### config.mk
export PLATFORM = sky130hd
export DESIGN_NAME = a_feed_ctrl
export DESIGN_NICKNAME = d
export VERILOG_FILES = /design/src/rtl/a_feed_ctrl.sv
export SDC_FILE = /design/constraint.sdc
export NUM_CORES = 1
export LEC_CHECK = 0
export CAP_MARGIN = 15
export CORE_ASPECT_RATIO = 1.75
export CORE_MARGIN = 1.5
export CORE_UTILIZATION = 45
export DETAILED_ROUTE_END_ITERATION = 7
export PLACE_DENSITY = 0.69
export REMOVE_ABC_BUFFERS = 1
export SLEW_MARGIN = 30
export SYNTH_ARGS = -nofsm -noshare
export SYNTH_HDL_FRONTEND = slang
export SYNTH_SLANG_ARGS = --single-unit
### constraint.sdc
create_clock -name clk -period 17.3 [get_ports clk]
set_input_delay 5.19 -clock clk [delete_from_list [all_inputs] [get_ports clk]]
set_output_delay 5.19 -clock clk [all_outputs]
set_load 0.005 [all_outputs]
### src/rtl/a_feed_ctrl.sv
// A-operand feeder: fetches len+1 vectors from one A-buffer bank under FIFO credit,
// then pushes them into the systolic array edge with a one-cycle-per-row diagonal skew.
module a_feed_ctrl #(
    parameter int SA_ROWS    = 8,
    parameter int ELEM_W     = 8,
    parameter int LOAD_W     = SA_ROWS * ELEM_W,
    parameter int CNT_W      = 4,
    parameter int FIFO_DEPTH = 4
) (
    input  logic                clk,
    input  logic                rst,
    input  logic                start_i,
    input  logic                buf_id_i,
    input  logic [CNT_W-1:0]    len_i,
    input  logic                stall_i,
    output logic                busy_o,
    output logic                done_o,
    output logic                rd_a_buf_valid_o,
    output logic                rd_a_buf_id_o,
    output logic [CNT_W-1:0]    rd_a_buf_addr_o,
    input  logic                rd_a_buf_ret_valid_i,
    input  logic [LOAD_W-1:0]   rd_a_buf_ret_data_i,
    output logic [SA_ROWS-1:0]  sa_a_valid_o,
    output logic [LOAD_W-1:0]   sa_a_data_o
);
    localparam int PTR_W = $clog2(FIFO_DEPTH);
    localparam int EW    = ELEM_W + 1;

    typedef enum logic [1:0] {S_IDLE, S_ISSUE, S_DRAIN, S_DONE} state_t;
    state_t r_state, w_state_nxt;

    logic                r_buf_id;
    logic [CNT_W-1:0]    r_len;
    logic [CNT_W:0]      r_issue_cnt;
    logic [PTR_W:0]      r_outstanding;
    logic [PTR_W:0]      r_fifo_cnt;
    logic [PTR_W-1:0]    r_wr_ptr;
    logic [PTR_W-1:0]    r_rd_ptr;
    logic [LOAD_W-1:0]   r_fifo_mem [FIFO_DEPTH];

    logic                w_credit, w_issue, w_last_issue;
    logic                w_ret, w_empty, w_pop, w_pop_mem, w_store;
    logic [LOAD_W-1:0]   w_head;
    logic [SA_ROWS-1:0]  w_row_busy;
    logic                w_pipe_idle;

    assign w_credit     = ({1'b0, r_outstanding} + {1'b0, r_fifo_cnt}) < (PTR_W+2)'(FIFO_DEPTH);
    assign w_issue      = (r_state == S_ISSUE) && w_credit;
    assign w_last_issue = w_issue && (r_issue_cnt == {1'b0, r_len});

    // Returns with nothing outstanding belong to an abandoned job and are dropped.
    assign w_ret     = rd_a_buf_ret_valid_i && (r_outstanding != '0);
    assign w_empty   = (r_fifo_cnt == '0);
    assign w_pop     = !stall_i && (!w_empty || w_ret);
    assign w_head    = w_empty ? rd_a_buf_ret_data_i : r_fifo_mem[r_rd_ptr];
    assign w_pop_mem = w_pop && !w_empty;
    assign w_store   = w_ret && !(w_empty && w_pop);

    assign rd_a_buf_valid_o = w_issue;
    assign rd_a_buf_id_o    = w_issue & r_buf_id;
    assign rd_a_buf_addr_o  = w_issue ? r_issue_cnt[CNT_W-1:0] : '0;

    // Contents on the output stage leave at the next advancing edge, so they need not be waited for.
    assign w_pipe_idle = ~|w_row_busy && (!stall_i || ~|sa_a_valid_o);

    always_ff @(posedge clk or posedge rst) begin
        if (rst) r_state <= S_IDLE;
        else     r_state <= w_state_nxt;
    end

    always_comb begin
        w_state_nxt = r_state;
        busy_o      = 1'b0;
        done_o      = 1'b0;
        case (r_state)
            S_IDLE:  if (start_i) w_state_nxt = S_ISSUE;
            S_ISSUE: begin
                busy_o = 1'b1;
                if (w_last_issue) w_state_nxt = S_DRAIN;
            end
            S_DRAIN: begin
                busy_o = 1'b1;
                if ((r_outstanding == '0) && w_empty && w_pipe_idle) w_state_nxt = S_DONE;
            end
            default: begin
                done_o      = 1'b1;
                w_state_nxt = S_IDLE;
            end
        endcase
    end

    always_ff @(posedge clk or posedge rst) begin
        if (rst) begin
            r_buf_id      <= 1'b0;
            r_len         <= '0;
            r_issue_cnt   <= '0;
            r_outstanding <= '0;
            r_fifo_cnt    <= '0;
            r_wr_ptr      <= '0;
            r_rd_ptr      <= '0;
        end else begin
            if (r_state == S_IDLE && start_i) begin
                r_buf_id    <= buf_id_i;
                r_len       <= len_i;
                r_issue_cnt <= '0;
            end else if (w_issue) begin
                r_issue_cnt <= r_issue_cnt + (CNT_W+1)'(1);
            end
            case ({w_issue, w_ret})
                2'b10:   r_outstanding <= r_outstanding + (PTR_W+1)'(1);
                2'b01:   r_outstanding <= r_outstanding - (PTR_W+1)'(1);
                default: r_outstanding <= r_outstanding;
            endcase
            case ({w_store, w_pop_mem})
                2'b10:   r_fifo_cnt <= r_fifo_cnt + (PTR_W+1)'(1);
                2'b01:   r_fifo_cnt <= r_fifo_cnt - (PTR_W+1)'(1);
                default: r_fifo_cnt <= r_fifo_cnt;
            endcase
            if (w_store)   r_wr_ptr <= r_wr_ptr + PTR_W'(1);
            if (w_pop_mem) r_rd_ptr <= r_rd_ptr + PTR_W'(1);
        end
    end

    always_ff @(posedge clk) begin
        if (w_store) r_fifo_mem[r_wr_ptr] <= rd_a_buf_ret_data_i;
    end

    // Skew pipe: row g is a (g+1)-deep shift of {valid, elem}; stage 0 in the LSBs.
    for (genvar g = 0; g < SA_ROWS; g++) begin : g_row
        logic [(g+1)*EW-1:0] r_sh;
        logic [EW-1:0]       w_in;

        assign w_in = {w_pop, w_pop ? w_head[g*ELEM_W +: ELEM_W] : {ELEM_W{1'b0}}};
        assign sa_a_valid_o[g]                 = r_sh[(g+1)*EW-1];
        assign sa_a_data_o[g*ELEM_W +: ELEM_W] = r_sh[(g+1)*EW-2 -: ELEM_W];

        if (g == 0) begin : g_first
            assign w_row_busy[g] = 1'b0;
            always_ff @(posedge clk or posedge rst) begin
                if (rst)           r_sh <= '0;
                else if (!stall_i) r_sh <= w_in;
            end
        end else begin : g_rest
            logic w_inner;
            always_comb begin
                w_inner = 1'b0;
                for (int s = 0; s < g; s++) w_inner = w_inner | r_sh[s*EW + ELEM_W];
            end
            assign w_row_busy[g] = w_inner;
            always_ff @(posedge clk or posedge rst) begin
                if (rst)           r_sh <= '0;
                else if (!stall_i) r_sh <= {r_sh[g*EW-1:0], w_in};
            end
        end
    end
endmodule

==> impl_metrics.toml, run 1 <==
[routing]
drt-total-wl_mm = 41.3
drt_pass1_iterations = 4
avgViaCountPerCell = 5.19
drc_errors = 0
postRouteAntennaNets = 0
vias = 11200
drt_iter0_markers = 654
wl_per_cell_um = 19.2

[logic_synthesis]
synth_area_leaders = "dfrtp_1 (35%), edfxtp_1 (34%), mux2_2 (12%)"
syn_avg_cell_area_um2 = 16.5
syn_area_mm2 = 0.0225
ys_ff_latch = 574
synth-edff-count = 256
synth_ff_type = "dfrtp_1"
syn_inst = 1368
synth.distinct_cells = 32
ys_warn_count = 0
yosysSeqAreaShare = 0.694
yosysTopAreaCell = "dfrtp_1"
async_flop_share = 0.554
netlist.area_leader.share = 0.353

[timing]
slew_headroom = 0.389
finalHoldViolations = 0
fin_crit_sh = 0.449
setup_viol = 0
rsz0062_at_grt = "false"
tns_ps = 0
layout_setup_ws_ps = 9540
holdWs_ps = 481
tightestPinTransition_ps = 916
final.min_clock_period_ps = 7760
max_freq_mhz = 129
skew_ps = 17.9
finalMaxSlewViolations = 0

[grt]
gr-total-overflow = 0
use_met3 = 0.0304
antenna_found_initial = 6
grt_pass1_wl_mm = 66.2
grt_busiest_layer = "met2"
grt_pass1_vias = 11900
track_usage = 0.167
grt_max_degree = 182
use_met1 = 0.198
met2_usage = 0.299

[die]
start_util = 0.454
ios = 154
die_height_um = 299
fp.dieW_um = 172
core_area_mm2 = 0.0496
rows = 108
die_area_mm2 = 0.0515

[place]
place_congestion = 0.726
io_buffer_count = 153
place_inst = 2053
place_hpwl_mm = 24.7
dp_slack_ps = 9190
dpl_cell_area_mm2 = 0.0243

[finish]
area_growth_pct = 15.5
multi_input_area_mm2 = 0.00606
drive_above_1_share = 0.270
layoutNonFillerInstCount = 2150
fin_nets = 1536
regArea_mm2 = 0.0157
design_area_mm2 = 0.0260
nFillCells = 4056

[critical_path]
path_delay_family = "buffers and inverters"
path_max_fanout = 6
cp-end-kind = "output pin"
path_cells = "ha_1 > nor4b_4 > nand2_2 > inv_1 > clkdlybuf4s50_1"
crit_type = "flip-flop to output pin"
crit_path_max_incr_delay_ps = 530
cp.required_ps = 12110
start_kind = "flip-flop"
crit_buf_inv = 2
crit_slowest_cell = "clkdlybuf4s50_1"
cp_data_arrival_time_ps = 2570

[clock_tree]
cts_tree = "yes"
postCtsHoldBufs = 0
path_clk_slew_ps = 70
ctsHtreeMaxLevel = 2
cts-resized-gates = 0
clk_latency_ps = 560
clock-root-buffer = "clkbuf_16"
cts.sinks = 574
cts_setup_buffers = 0
cts.path.max_buffers = 3
numCtsBuffers = 50

[power]
cellLeakagePower_nw = 10.3
pwr_density_cell_mw_per_mm2 = 171
vdd_drop_max_uv = 77.1

[flow_run]
maxCapViolations = 0

[status]
status = "complete, no violations"

[min_path]
hp-class = "flip-flop to flip-flop"
-- sequential cells by signal, indices dropped and copies added, names as in the netlist, 3 cells and up --
name           cells
r_fifo_cnt         3
r_fifo_mem       256
r_outstanding      3
r_len              4
g_row.r_sh       296
r_issue_cnt        5
-- worst register-to-register path: stages (launching register included) --
cell and delay (ps):
dfrtp_1 410, nor3_1 120, nor2b_4 100, buf_4 590, o21a_1 400, and2_4 530, buf_12 310
-- synthesized netlist by cell type (3+ instances only) --
cell and n:
edfxtp_1 256, inv_1 16, mux4_2 64, xor2_1 9, clkbuf_1 51, mux2_2 234
and3_1 69, nand2_1 71, mux2i_1 3, nand3_1 5, xnor2_1 8, o21ai_0 67
and2_1 5, a21oi_1 66, nor3_1 4, nor2_1 7, buf_2 25, buf_4 64
ha_1 13, dfrtp_1 318
-- per-layer routing --
layer / vias up / share of wire
li1: 5138 / -
met2: 177 / 0.54
met5: - / 0.00090
met3: 77 / 0.042
met4: 6 / 0.027
met1: 5762 / 0.39
-- through the flow --
step / power, mW / utilization
2_1_floorplan: 2.88 / -
5_1_grt: 4.70 / 0.525
3_3_place_gp: 3.31 / 0.488
6_report: 4.44 / 0.525
4_1_cts: 4.51 / 0.524
3_5_place_dp: 3.37 / 0.490
-- cell type report --
cell class,instances,area share
antenna,3,0.000288
clock buffer,70,0.0560
clock inverter,22,0.00803
inverter,16,0.00279
multi-input combinational,638,0.233
sequential,574,0.601
tap,660,0.0317
timing repair buffer,167,0.0670
-- power by group --
group          switching, mW  internal (mW)
clock network          0.476          0.646
logic                  0.494          0.659
registers              0.245           1.92
-- path summary, 6_finish.rpt --
check | start | endpoint | slack [ps] | depth (start not counted)
worst max-delay path | r_fifo_cnt[2] | rd_a_buf_valid_o | 9540 | 5
worst min-delay path | g_row[6].r_sh[1] | g_row[6].r_sh[1] | 480 | 2
worst max register to register | r_outstanding[0] | r_fifo_mem[3][4] | 14510 | 6
worst min register to register | g_row[6].r_sh[1] | g_row[6].r_sh[1] | 480 | 2
max in group asynchronous | rst | g_row[0].r_sh[1] | 10780 | 4
min in group asynchronous | rst | g_row[6].r_sh[54] | 5070 | 2
-- cells in the final DEF (no fill, tap or decap), drive strengths merged, types with 5 or more instances in the layout --
cell type / n
a21oi: 66
and2: 5
and3: 69
buf: 15
clkbuf: 70
clkdlybuf4s50: 152
clkinv: 14
dfrtp: 318
edfxtp: 256
ha: 13
inv: 16
mux2: 235
mux4: 64
nand2: 72
nand3: 5
nor2: 7
o21ai: 67
xnor2: 8
xor2: 9
-- logic make-up (layout without fill, tap and decap cells) --
group,Yosys count,in the layout,share of synthesized area
adders and majority gates,15,15,0.00899
muxes,302,302,0.183
AOI/OAI and AO/OA,137,137,0.0314
other,0,3,0
buffers and inverters,156,275,0.0380
and+or+nand+nor,167,167,0.0380
xor gates and xnor gates,17,17,0.00661
DFF,574,574,0.694
No activity file was read; power rests on OpenSTA's default activity.
==> run 2, diff against run 1 <==
--- a/config.mk
+++ b/config.mk
@@ -10,7 +10,7 @@
 export CORE_MARGIN = 1.5
 export CORE_UTILIZATION = 45
 export DETAILED_ROUTE_END_ITERATION = 7
-export PLACE_DENSITY = 0.69
+export PLACE_DENSITY = 0.71
 export REMOVE_ABC_BUFFERS = 1
 export SLEW_MARGIN = 30
 export SYNTH_ARGS = -nofsm -noshare
==> constraint.sdc (replaced) <==
create_clock -name clk -period 7 [get_ports clk]
set_input_delay 2.1 -clock clk [delete_from_list [all_inputs] [get_ports clk]]
set_output_delay 2.1 -clock clk [all_outputs]
set_load 0.005 [all_outputs]
==> run 2 against run 1 <==
Register-to-register slack got worse by 10000 ps; count of clock-buffer cells in the layout fell by 6; sequential power rose by 150%; largest power group unchanged; highest routed layer unchanged; critical endpoint unchanged; critical path depth did not move; cell count did not move; first-iteration DRC count rose by 20%; worst setup slack got worse by 7200 ps; critical path type unchanged; sequential cell count did not move; hold slack got worse by 1.4 ps; utilization fell by 0.13 points.
==> impl_metrics.toml, run 2 (synthesized netlist as in run 1, its figures left out) <==
[grt]
grt_max_degree = 204
grt_pass1_vias = 11900
gr-total-overflow = 0
track_usage = 0.166
grt_pass1_wl_mm = 66.2
antenna_found_initial = 8

[clock_tree]
ctsHtreeMaxLevel = 2
cts_tree = "yes"
path_clk_slew_ps = 70
clk_latency_ps = 570
cts_setup_buffers = 0
cts.sinks = 574
numCtsBuffers = 49
clock-root-buffer = "clkbuf_16"
cts-resized-gates = 0
cts.path.max_buffers = 3
postCtsHoldBufs = 0

[critical_path]
crit_buf_inv = 2
cp.required_ps = 4900
cp.depth = 5
cp_data_arrival_time_ps = 2580
crit_slowest_cell = "clkdlybuf4s50_1"
path_delay_family = "buffers and inverters"
cp-end-kind = "output pin"
path_cells = "ha_1 > nor4b_4 > nand2_2 > inv_1 > clkdlybuf4s50_1"
start_kind = "flip-flop"
path_max_fanout = 6
crit_type = "flip-flop to output pin"
r2r_cells = 6
crit_path_max_incr_delay_ps = 540

[timing]
max_freq_mhz = 214
fin_crit_sh = 0.668
final.min_clock_period_ps = 4680
finalMaxSlewViolations = 0
setup_viol = 0
tightestPinTransition_ps = 885
finalHoldViolations = 0
rsz0062_at_grt = "false"
skew_ps = 15.3
slew_headroom = 0.410

[power]
cellLeakagePower_nw = 10.2
vdd_drop_max_uv = 230
clkPwrFrac = 0.247
seqPwrFrac = 0.492
combPwrFrac = 0.260
p_total_mw = 10.9
internal_power_mw = 7.87
p_sw_frac = 0.277
pwr_density_cell_mw_per_mm2 = 419
power.switching_mw = 3.01

[finish]
drive_above_1_share = 0.270
largest_register_ffs = 296
multi_input_area_mm2 = 0.00606
fin_nets = 1535
largest_register = "g_row.r_sh"
reg.largest.list = "g_row.r_sh (296), r_fifo_mem (256), r_issue_cnt (5)"
nFillCells = 4008
layoutNonFillerInstCount = 2150
area_growth_pct = 15.2
mostFrequentLayoutCells = "dfrtp_1 (316), edfxtp_1 (256), mux2_2 (234)"
mostFrequentLayoutCell = "dfrtp_1"
regArea_mm2 = 0.0157

[die]
start_util = 0.454
ios = 154
core_area_mm2 = 0.0496
die_height_um = 299
fp.dieW_um = 172
rows = 108
die_area_mm2 = 0.0515

[routing]
wl_per_cell_um = 19.1
drt_iter0_markers = 784
drt_pass1_iterations = 4
avgViaCountPerCell = 5.20
drt-total-wl_mm = 41.1
drc_errors = 0
postRouteAntennaNets = 0
vias = 11200

[place]
place_congestion = 0.730
io_buffer_count = 153
place_hpwl_mm = 24.7
place_inst = 2054

[min_path]
hp-class = "flip-flop to flip-flop"
whs_path_depth = 2

[flow_run]
maxCapViolations = 0

[status]
status = "complete, no violations"
==> run 2: cell count changes in the layout (fill, tap and decap cells not counted), sizes merged <==
cell	previous run	this run
clkbuf	70	64
diode	3	4
clkinv	14	17
clkinvlp	4	5
inv	16	17
==> run 2: cell type report <==
type | instances | area share
clock buffer | 64 | 0.0509
tap | 660 | 0.0318
multi-input combinational | 638 | 0.233
antenna | 4 | 0.000386
inverter | 16 | 0.00280
timing repair buffer | 167 | 0.0679
clock inverter | 27 | 0.00988
sequential | 574 | 0.603
==> run 2: tightest hold or removal path: stages (launching register included) <==
cell and delay, ps:
dfrtp_1 340, nand2_1 50, o21ai_0 50
==> run 2: stage by stage <==
step / setup WS, ps / hold slack [ps] / cell area, µm² / setup TNS (ps) / util
after floorplan: -3900 / 444 / 21700 / -1240060 / -
after global placement: 2030 / 462 / 24200 / 0 / 0.489
after detailed placement: 2100 / 469 / 24300 / 0 / 0.491
after CTS: 2280 / 486 / 25900 / 0 / 0.523
after global routing: 2170 / 499 / 26000 / 0 / 0.524
final: 2320 / 480 / 26000 / 0 / 0.524
==> run 2: final timing paths <==
kind | startpoint | end | slack, ps
setup / recovery | r_outstanding[2] | rd_a_buf_valid_o | 2320
hold / removal | g_row[5].r_sh[3] | g_row[5].r_sh[3] | 480
setup reg to reg | r_outstanding[0] | r_fifo_mem[1][9] | 4140
hold reg to reg | g_row[5].r_sh[3] | g_row[5].r_sh[3] | 480
max in group asynchronous | rst | g_row[6].r_sh[31] | 3860
min in group asynchronous | rst | g_row[1].r_sh[12] | 2030
==> run 2: per-layer routing <==
layer  share of wire  track usage  up-vias
met5         0.00056            0        -
met4           0.029       0.0602        4
met3           0.042       0.0271       67
met2            0.53        0.292      229
met1            0.40        0.203     5742
li1                -            -     5147
==> run 2: power by group through the flow <==
stage                     clock network, mW  logic (mW)  registers [mW]
after global placement                    0        2.72            5.45
after detailed placement                  0        2.89            5.45
after floorplan                           0        1.79            5.34
after global routing                   2.88        3.11            5.51
final                                  2.69        2.83            5.36
after CTS                              2.76        2.90            5.38
==> run 3, diff against run 2 <==
--- a/config.mk
+++ b/config.mk
@@ -10,7 +10,7 @@
 export CORE_MARGIN = 1.5
 export CORE_UTILIZATION = 45
 export DETAILED_ROUTE_END_ITERATION = 7
-export PLACE_DENSITY = 0.71
+export PLACE_DENSITY = 0.69
 export REMOVE_ABC_BUFFERS = 1
 export SLEW_MARGIN = 30
 export SYNTH_ARGS = -nofsm -noshare
==> constraint.sdc (replaced) <==
create_clock -name clk -period 4.4 [get_ports clk]
set_input_delay 1.32 -clock clk [delete_from_list [all_inputs] [get_ports clk]]
set_output_delay 1.32 -clock clk [all_outputs]
set_load 0.005 [all_outputs]
==> run 3 against run 2 <==
Sequential share of layout area is 0.32 points lower; via count is 0.76% lower; sequential power is 59% higher; cell count is 0.28% higher; hold slack better by 1.5 ps; count of clock-buffer cells in the layout is 2 higher; non-clock buffer count is 6 higher; sequential cell count stayed put; die area stayed put; routed wire length is 1.4% lower; global-route usage is 0.14 points lower; combinational power is 58% higher; critical endpoint unchanged.
==> impl_metrics.toml, run 3 (synthesized netlist as in run 1, its figures left out) <==
[status]
status = "complete, no violations"

[die]
ios = 154
die_area_mm2 = 0.0515
die_height_um = 299
rows = 108
fp.dieW_um = 172
core_area_mm2 = 0.0496
start_util = 0.454

[clock_tree]
cts_setup_buffers = 0
numCtsBuffers = 50
cts-resized-gates = 0
cts.path.max_buffers = 3
postCtsHoldBufs = 0
ctsHtreeMaxLevel = 2
path_clk_slew_ps = 70
clk_latency_ps = 570
clock-root-buffer = "clkbuf_16"
cts.sinks = 574
cts_tree = "yes"

[place]
place_congestion = 0.726
place_inst = 2060
place_hpwl_mm = 24.6
io_buffer_count = 153
dpl_cell_area_mm2 = 0.0244

[timing]
finalMaxSlewViolations = 0
rsz0062_at_grt = "false"
max_freq_mhz = 259
tns_ps = 0
final.min_clock_period_ps = 3860
tightestPinTransition_ps = 872
setup_viol = 0
slew_headroom = 0.419
fin_crit_sh = 0.878
skew_ps = 15.8
finalHoldViolations = 0

[critical_path]
crit_path_max_incr_delay_ps = 550
path_delay_family = "buffers and inverters"
crit_slowest_cell = "clkdlybuf4s50_1"
cp_data_arrival_time_ps = 2540
start_kind = "flip-flop"
path_max_fanout = 6
crit_buf_inv = 2
path_cells = "ha_1 > nor4b_4 > nand2_2 > inv_1 > clkdlybuf4s50_1"
cp.required_ps = 3080
crit_type = "flip-flop to output pin"
cp-end-kind = "output pin"

[finish]
nFillCells = 4021
largest_register_ffs = 296
layoutNonFillerInstCount = 2156
design_area_mm2 = 0.0261
reg.largest.list = "g_row.r_sh (296), r_fifo_mem (256), r_issue_cnt (5)"
regArea_mm2 = 0.0157
area_growth_pct = 15.8
mostFrequentLayoutCells = "dfrtp_1 (316), edfxtp_1 (256), mux2_2 (234)"
mostFrequentLayoutCell = "dfrtp_1"
multi_input_area_mm2 = 0.00606
largest_register = "g_row.r_sh"
fin_nets = 1542
drive_above_1_share = 0.278

[routing]
drt_iter0_markers = 704
drc_errors = 0
wl_per_cell_um = 18.8
postRouteAntennaNets = 0
avgViaCountPerCell = 5.15
drt_pass1_iterations = 4
drt-total-wl_mm = 40.5
vias = 11100

[grt]
grt_pass1_vias = 12000
grt_max_degree = 163
grt_pass1_wl_mm = 65.8
gr-total-overflow = 0
track_usage = 0.164
antenna_found_initial = 1

[power]
vdd_drop_max_uv = 433
cellLeakagePower_nw = 10.3
pwr_density_cell_mw_per_mm2 = 667

[flow_run]
maxCapViolations = 0

[min_path]
hp-class = "flip-flop to flip-flop"
## run 3: layer usage
metal,vias to the layer above,track usage,part of all wire
li1,5148,-,-
met1,5724,0.198,0.40
met2,184,0.303,0.55
met3,48,0.0218,0.035
met4,0,0.0466,0.021
met5,-,0,0
## run 3: area by class of cell
type,count,area share
multi-input cells,638,0.232
clock inverters,28,0.00949
flip-flops and latches,574,0.600
well taps,660,0.0316
repair buffers,173,0.0697
inverters,16,0.00259
clock buffers,66,0.0546
diodes,1,0.0000959
## run 3: power by group
part           switching (mW)  leakage (nW)  internal, mW  total (mW)
clock                    1.92         0.810          2.48        4.40
sequential              0.980          6.25          7.55        8.53
combinational            1.88          3.24          2.61        4.48
total                    4.78          10.3          12.6        17.4
## run 3: worst paths after layout
kind / startpoint / endpoint / slack [ps] / cells after the start
setup / recovery: r_fifo_cnt[2] / rd_a_buf_valid_o / 540 / 5
hold / removal: g_row[5].r_sh[0] / g_row[5].r_sh[0] / 480 / 2
setup reg to reg: r_fifo_cnt[0] / r_fifo_cnt[2] / 1600 / 9
hold reg to reg: g_row[5].r_sh[0] / g_row[5].r_sh[0] / 480 / 2
max in group asynchronous: rst / g_row[3].r_sh[16] / 2310 / 3
min in group asynchronous: rst / g_row[3].r_sh[27] / 1320 / 2
## run 3: worst min-delay path: stages (launching register included)
cell	delay (ps)
dfrtp_1	340
nand2_1	50
o21ai_0	50
## run 3: through the flow
| stage | util | power [mW] | hold WS [ps] | setup WS [ps] |
|---|---|---|---|---|
| 2_1_floorplan | - | 11.3 | 444 | -5720 |
| 3_3_place_gp | 0.492 | 13.0 | 461 | 903 |
| 3_5_place_dp | 0.492 | 13.2 | 473 | 881 |
| 4_1_cts | 0.526 | 17.7 | 488 | 508 |
| 5_1_grt | 0.526 | 18.4 | 508 | 408 |
| 6_report | 0.526 | 17.4 | 481 | 535 |
